--- src/rtl/key_debouncer.sv ---
// Three-channel pushbutton conditioner for the DE2 KEY[3:1] inputs: synchronise, debounce,
// and emit registered press/release/long-press pulses, a held level and a press counter.
module key_debouncer #(
  parameter int DEBOUNCE_CYCLES = 1000000,
  parameter int LONG_CYCLES     = 50000000,
  parameter int CNT_W           = 26
) (
  input  logic       CLOCK_50,
  input  logic [3:0] KEY,
  output logic [2:0] held,
  output logic [2:0] press_pulse,
  output logic [2:0] release_pulse,
  output logic [2:0] long_press,
  output logic [7:0] press_count,
  output logic [5:0] state_dbg
);

  // Handshake: none. KEY is a raw asynchronous level; every output is a registered
  // level or a one-cycle pulse, with no valid/ready pairing anywhere in this block.

  typedef enum logic [1:0] {
    RELEASED     = 2'd0,
    PRESS_WAIT   = 2'd1,
    PRESSED      = 2'd2,
    RELEASE_WAIT = 2'd3
  } state_t;

  localparam logic [CNT_W-1:0] D_LAST    = CNT_W'(DEBOUNCE_CYCLES - 1);
  localparam logic [CNT_W-1:0] LONG_MAX  = CNT_W'(LONG_CYCLES);
  localparam logic [CNT_W-1:0] LONG_LAST = CNT_W'(LONG_CYCLES - 1);
  localparam logic [CNT_W-1:0] CNT_ONE   = CNT_W'(1);

  logic rst_n;
  assign rst_n = KEY[0];

  logic [2:0] sync1, sync2;

  state_t           st    [3];
  state_t           st_nx [3];
  logic [CNT_W-1:0] dcnt    [3];
  logic [CNT_W-1:0] dcnt_nx [3];
  logic [CNT_W-1:0] hcnt    [3];
  logic [CNT_W-1:0] hcnt_nx [3];
  logic [2:0]       press_nx, rel_nx, long_nx, held_nx;

  function automatic logic [7:0] pop3(input logic [2:0] v);
    return {7'd0, v[0]} + {7'd0, v[1]} + {7'd0, v[2]};
  endfunction

  // Both synchroniser flops reset to 1 so a reset looks like "all keys released".
  always_ff @(posedge CLOCK_50 or negedge rst_n) begin
    if (!rst_n) begin
      sync1 <= 3'b111;
      sync2 <= 3'b111;
    end else begin
      sync1 <= KEY[3:1];
      sync2 <= sync1;
    end
  end

  always_comb begin
    press_nx = '0;
    rel_nx   = '0;
    long_nx  = '0;
    held_nx  = '0;
    for (int i = 0; i < 3; i++) begin
      st_nx[i]   = st[i];
      dcnt_nx[i] = dcnt[i];
      hcnt_nx[i] = hcnt[i];
      // The hold counter runs through release qualification so long_press can still fire there.
      if ((st[i] == PRESSED || st[i] == RELEASE_WAIT) && hcnt[i] != LONG_MAX) begin
        hcnt_nx[i] = hcnt[i] + CNT_ONE;
        long_nx[i] = (hcnt[i] == LONG_LAST);
      end
      case (st[i])
        RELEASED: begin
          if (!sync2[i]) begin
            st_nx[i]   = PRESS_WAIT;
            dcnt_nx[i] = '0;
          end
        end
        PRESS_WAIT: begin
          if (sync2[i]) begin
            st_nx[i] = RELEASED;
          end else if (dcnt[i] == D_LAST) begin
            st_nx[i]    = PRESSED;
            press_nx[i] = 1'b1;
            hcnt_nx[i]  = '0;
          end else begin
            dcnt_nx[i] = dcnt[i] + CNT_ONE;
          end
        end
        PRESSED: begin
          if (sync2[i]) begin
            st_nx[i]   = RELEASE_WAIT;
            dcnt_nx[i] = '0;
          end
        end
        RELEASE_WAIT: begin
          if (!sync2[i]) begin
            st_nx[i] = PRESSED;
          end else if (dcnt[i] == D_LAST) begin
            st_nx[i]  = RELEASED;
            rel_nx[i] = 1'b1;
          end else begin
            dcnt_nx[i] = dcnt[i] + CNT_ONE;
          end
        end
        default: st_nx[i] = RELEASED;
      endcase
      held_nx[i] = (st_nx[i] == PRESSED) || (st_nx[i] == RELEASE_WAIT);
    end
  end

  always_ff @(posedge CLOCK_50 or negedge rst_n) begin
    if (!rst_n) begin
      for (int i = 0; i < 3; i++) begin
        st[i]   <= RELEASED;
        dcnt[i] <= '0;
        hcnt[i] <= '0;
      end
      held          <= '0;
      press_pulse   <= '0;
      release_pulse <= '0;
      long_press    <= '0;
      press_count   <= '0;
    end else begin
      for (int i = 0; i < 3; i++) begin
        st[i]   <= st_nx[i];
        dcnt[i] <= dcnt_nx[i];
        hcnt[i] <= hcnt_nx[i];
      end
      held          <= held_nx;
      press_pulse   <= press_nx;
      release_pulse <= rel_nx;
      long_press    <= long_nx;
      // Counts the pulses visible this cycle, so the total trails press_pulse by one edge.
      press_count   <= press_count + pop3(press_pulse);
    end
  end

  always_comb begin
    state_dbg = {st[2], st[1], st[0]};
  end

endmodule

--- config.mk ---
export PLATFORM = sky130hd
export DESIGN_NAME = key_debouncer
export DESIGN_NICKNAME = d
export VERILOG_FILES = /design/src/rtl/key_debouncer.sv
export SDC_FILE = /design/constraint.sdc
export NUM_CORES = 1
export LEC_CHECK = 0
export CAP_MARGIN = 30
export CORE_MARGIN = 2
export CORE_UTILIZATION = 35
export DETAILED_ROUTE_END_ITERATION = 7
export HOLD_SLACK_MARGIN = 0.1
export SYNTH_ARGS = -nofsm -noshare
export SYNTH_HDL_FRONTEND = slang
export SYNTH_SLANG_ARGS = --single-unit
--- constraint.sdc ---
create_clock -name CLOCK_50 -period 3.1 [get_ports CLOCK_50]
set_clock_uncertainty 0.2 [all_clocks]
set_input_delay 0.31 -clock CLOCK_50 [delete_from_list [all_inputs] [get_ports CLOCK_50]]
set_output_delay 0.31 -clock CLOCK_50 [all_outputs]
set_load 0.01 [all_outputs]
Word-level counts from Yosys, hierarchy flattened
Cells that the tools add are included.
{ "totals": {"wordCells": 145, "regBits": 188, "output_inout_bits": 26, "inputBits": 5} }
{ "op_classes": {"n_eq_ne": 36, "n_reduce_logical": 15, "addsub": 9, "mux": 69} }
{ "ops": {"columns": ["op", "n"], "rows": [
  ["2-to-1 mux 26 bit", 27],
  ["one-hot mux 26 bit (4 select lines)", 3],
  ["adder 26 x 1 -> 26 bit, second input constant", 6],
  ["== test 26 x 20 -> 1 bit, second input constant", 3],
  ["== test 26 bit, second input constant", 3],
  ["!= test 26 bit, second input constant", 3],
  ["2-to-1 mux 2 bit", 18],
  ["== test 2 bit, second input constant", 12],
  ["!= test 2 bit, second input constant", 12],
  ["one-hot mux 2 bit (4 select lines)", 3],
  ["2-to-1 mux 1 bit", 18],
  ["AND reduction 4 bit", 3],
  ["adder 8 x 3 -> 8 bit", 1],
  ["== test 2 x 1 -> 1 bit, second input constant", 3],
  ["zero test 2 bit", 3],
  ["logical OR 1 bit", 6],
  ["adder 2 x 1 -> 3 bit", 1],
  ["logical AND 1 bit", 3],
  ["adder 1 x 1 -> 2 bit", 1]
]} }

Depth between registers and ports, before layout
{ "depth": {"depth_word": 7, "depth_mapped": 8, "ltp_nobuf": 7} }

Least setup slack after synthesis
Ideal clock, no wire load.
{ "synth_timing": {"kind": "reg-to-reg", "start": "reg dcnt[0] (netlist name)", "end": "reg hcnt[10] (netlist name)", "setup_ps": 132, "required_time_ps": 2768, "path_stages_with_launch": 8, "t_arrival_ps": 2033, "path_buffers": 2, "setup_slack_ps": 735, "period_less_slack_ps": 2365, "cell_sequence": "dfrtp_1 -> ha_1 -> nand2_1 -> or4_1 -> clkbuf_1 -> nor4_4 -> clkbuf_1 -> nor2_1"} }
{ "synth_lines": {"columns": ["item", "line_no", "rtl"], "rows": [
  ["start, declared", "40", "logic [CNT_W-1:0] dcnt [3];"],
  ["start signal, assigned by index", "130", "dcnt[i] <= dcnt_nx[i];"],
  ["end signal, assigned by index", "131", "hcnt[i] <= hcnt_nx[i];"],
  ["end, declared", "42", "logic [CNT_W-1:0] hcnt [3];"]
]} }

==> run metrics <==
Post-DP Area between 10000 and 15000 um^2; I/O pin count 31; # DRC 0; Synth Instances 950; crit share post-route about four fifths; Sw Pwr roughly 1.1 mW; Synth async-reset ratio 100%; Synth Flop Type dfrtp_1; Reg2Reg Depth 6; Reg clk slew, reported paths 0.07 ns; Worst EP required between 3 and 4 ns; mapped cell area roughly 9200 um^2; CP max stage delay ~0.54 ns; worst-margin pin slew just over 0.9 ns; Initial Util 35.6%; routed vias roughly 7k; DP Worst Slack 0.639 ns; Netlist cell types 51; Buffers on Ports 30; CP max-delay cell or3_2; Worst slew margin 38.5%; # rows between 50 and 60; FF-to-FF setup slack roughly 0.6 ns; final antenna-violating net count 0; CP arrival ~2.6 ns; GRT Total Usage between 10 and 15%; DIE WIDTH 167 um; TritonCTS clock tree done; Worst Setup Path Type reg -> reg; largest net degree at the start of global routing between 80 and 90; worst hold path type reg -> reg; area delta synth->final 15.9%; DIE AREA 27700 um^2; FF-to-FF Start dcnt[74]; number of DRC markers in iteration 0 355; via/cell ratio between 5 and 6; final WL 18900 um; most frequent cells in the layout dfrtp_1, nor2_1, xor2_1; Syn Nets roughly 970; Slew Viols, Final 0; sequential power share 50.3%; # nets final approximately 1k; highest clock rate slightly above 400 MHz; setup violators final 0; Core Area about 26000 um^2; vias in the first global route between 6k and 7k; layout cells sized above 1 under 10%; hold slack 0.157 ns; flops & latches, synth about 190; kind of start point of the critical path register; drt pass-1 iters 4; crit path max fanout 26; Root Buffer clkbuf_16; Post-Layout Inst Area 10700 um^2; clock power share between 40% and 50%; final hold vios 0; endpoint class of the critical path register; hold_sp sync1[0]; total internal power between 3 and 4 mW; Overflow after GRT 0; number of synthesized flops with an enable pin 0; status finished, final reports clean; global-route wire length before repair approximately 33000 um; H-tree levels 4; CTS Buffer Depth 2; Placed Cells incl. Taps between 1k and 1.5k; initial antenna violation count 0; Worst Hold Depth 0; total CTS buffers 17; Sink Count roughly 190; switching part of the total power about 22%; synth warn 0; syn_area_per_cell just under 10 um^2; critical-path cell list nor4_1, nand4_1, or3_2, nor3_2, buf_4, nor2_1; Placer Congestion about 0.79; Antenna Cells 0; RR Endpoint hcnt[61]; Worst Slack Setup Final a little over 0.6 ns; Die Span Y ~170 um; most common library cell in the layout ignoring fill and taps dfrtp_1; number of cells upsized or downsized after cts 0; Hold EP sync2[0]; sequential area share after synthesis 50.1%; CP Launch Point dcnt[74]; Lkg Pwr between 4 and 5 nW; TNS Setup 0 ns; post-DR wirelength/cell roughly 14 um; fin cells ~1.3k; Comb power frac between 2 and 3%; crit path time final approximately 2.5 ns; RSZ-0062 raised after global routing no; Worst-Skew Late Latency between 0.4 and 0.5 ns; # hold bufs at CTS 4; Power Dens Cells 456 nW/um^2; # Post-CTS Setup Buffers 0; max cap viols 0; maximum VDD drop between 0.0003 and 0.0004 V; DP HPWL between 10000 and 15000 um
area by class of cell:
class	instances	area (um^2)
flip-flops and latches	185	4640
repair buffers	57	542
clock buffers	18	439
clock inverters	14	185
multi-input cells	713	4410
well taps	335	419
fillers	2567	15300
inverters	22	82.6
cells in the mapped netlist (3+ instances only):
master	number	share of area, %
nor4_1	27	1.8
dfrtp_1	179	48
nor4b_1	15	1.4
and3_1	23	1.6
nand4_1	54	3.7
mux2_2	4	0.49
xnor2_1	48	4.5
nand2b_1	6	0.41
nor2b_1	5	0.34
o21ai_0	31	1.7
dfstp_2	6	1.7
a21oi_1	23	1.2
or2_2	5	0.34
and2_1	4	0.27
nor3_1	16	0.87
buf_4	3	0.24
o31ai_1	6	0.49
nand2_1	61	2.5
clkbuf_1	24	0.97
or4_1	6	0.49
nand3_1	58	3.1
o211ai_1	6	0.49
ha_1	11	1.5
inv_1	22	0.89
and4_1	17	1.6
nand4b_1	3	0.28
xor2_1	82	7.8
or3_1	21	1.4
nor3b_1	4	0.32
nor2_1	153	6.2
critical path, delay by kind of cell, from the launching register on:
kind                   cells  cell delay (ns)
DFF                        1             0.44
buffers and inverters      1             0.31
and+or+nand+nor            5             1.40
stage by stage:
stage	power [mW]	util (%)
final	4.89	41.2
after CTS	4.97	41.2
after global routing	5.08	41.2
after floorplan	2.56	-
after detailed placement	2.65	38.7
after global placement	2.65	38.7
cell families after synthesis:
family	share of synthesized area (%)
AO/OA/AOI/OAI	4.72
XOR/XNOR	12.3
buffers and inverters	2.26
AND/OR/NAND/NOR	27.9
adder cells (fa/ha/maj)	1.92
flip-flops	50.1
multiplexers	0.704
worst max path at each step:
stage | end | slack (ns) | cells after the start
2_1_floorplan | hcnt[10] | 0.74 | 7
4_1_cts | hcnt[71] | 0.61 | 6
5_1_grt | dcnt[50] | 0.37 | 5
3_3_place_gp | dcnt[77] | 0.67 | 5
6_report | hcnt[61] | 0.61 | 6
3_5_place_dp | dcnt[77] | 0.64 | 5
metal layers:
| layer | global-route usage, % | up-vias | part of all wire [%] | wire length [um] |
|---|---|---|---|---|
| li1 | - | 3432 | - | - |
| met4 | 4.54 | 0 | 1.4 | 267 |
| met2 | 23.7 | 60 | 48 | 9080 |
| met3 | 2.21 | 17 | 1.8 | 343 |
| met1 | 19.2 | 3395 | 49 | 9200 |
| met5 | 0 | - | 0 | 0 |
registers in the layout, indices dropped and copies added (netlist names):
register,cells
sync2,3
sync1,3
press_pulse,3
press_count,8
long_press,3
held,1
hcnt,78
dcnt,78
state_dbg,5
release_pulse,3
power by group through the flow:
stage          logic [mW]  clock network, mW  registers, mW
2_1_floorplan      0.0554                  0           2.50
6_report            0.141               2.29           2.46
4_1_cts             0.148               2.36           2.46
5_1_grt             0.164               2.45           2.46
3_5_place_dp        0.143                  0           2.51
3_3_place_gp        0.142                  0           2.51
No activity file was read; power rests on OpenSTA's default activity.
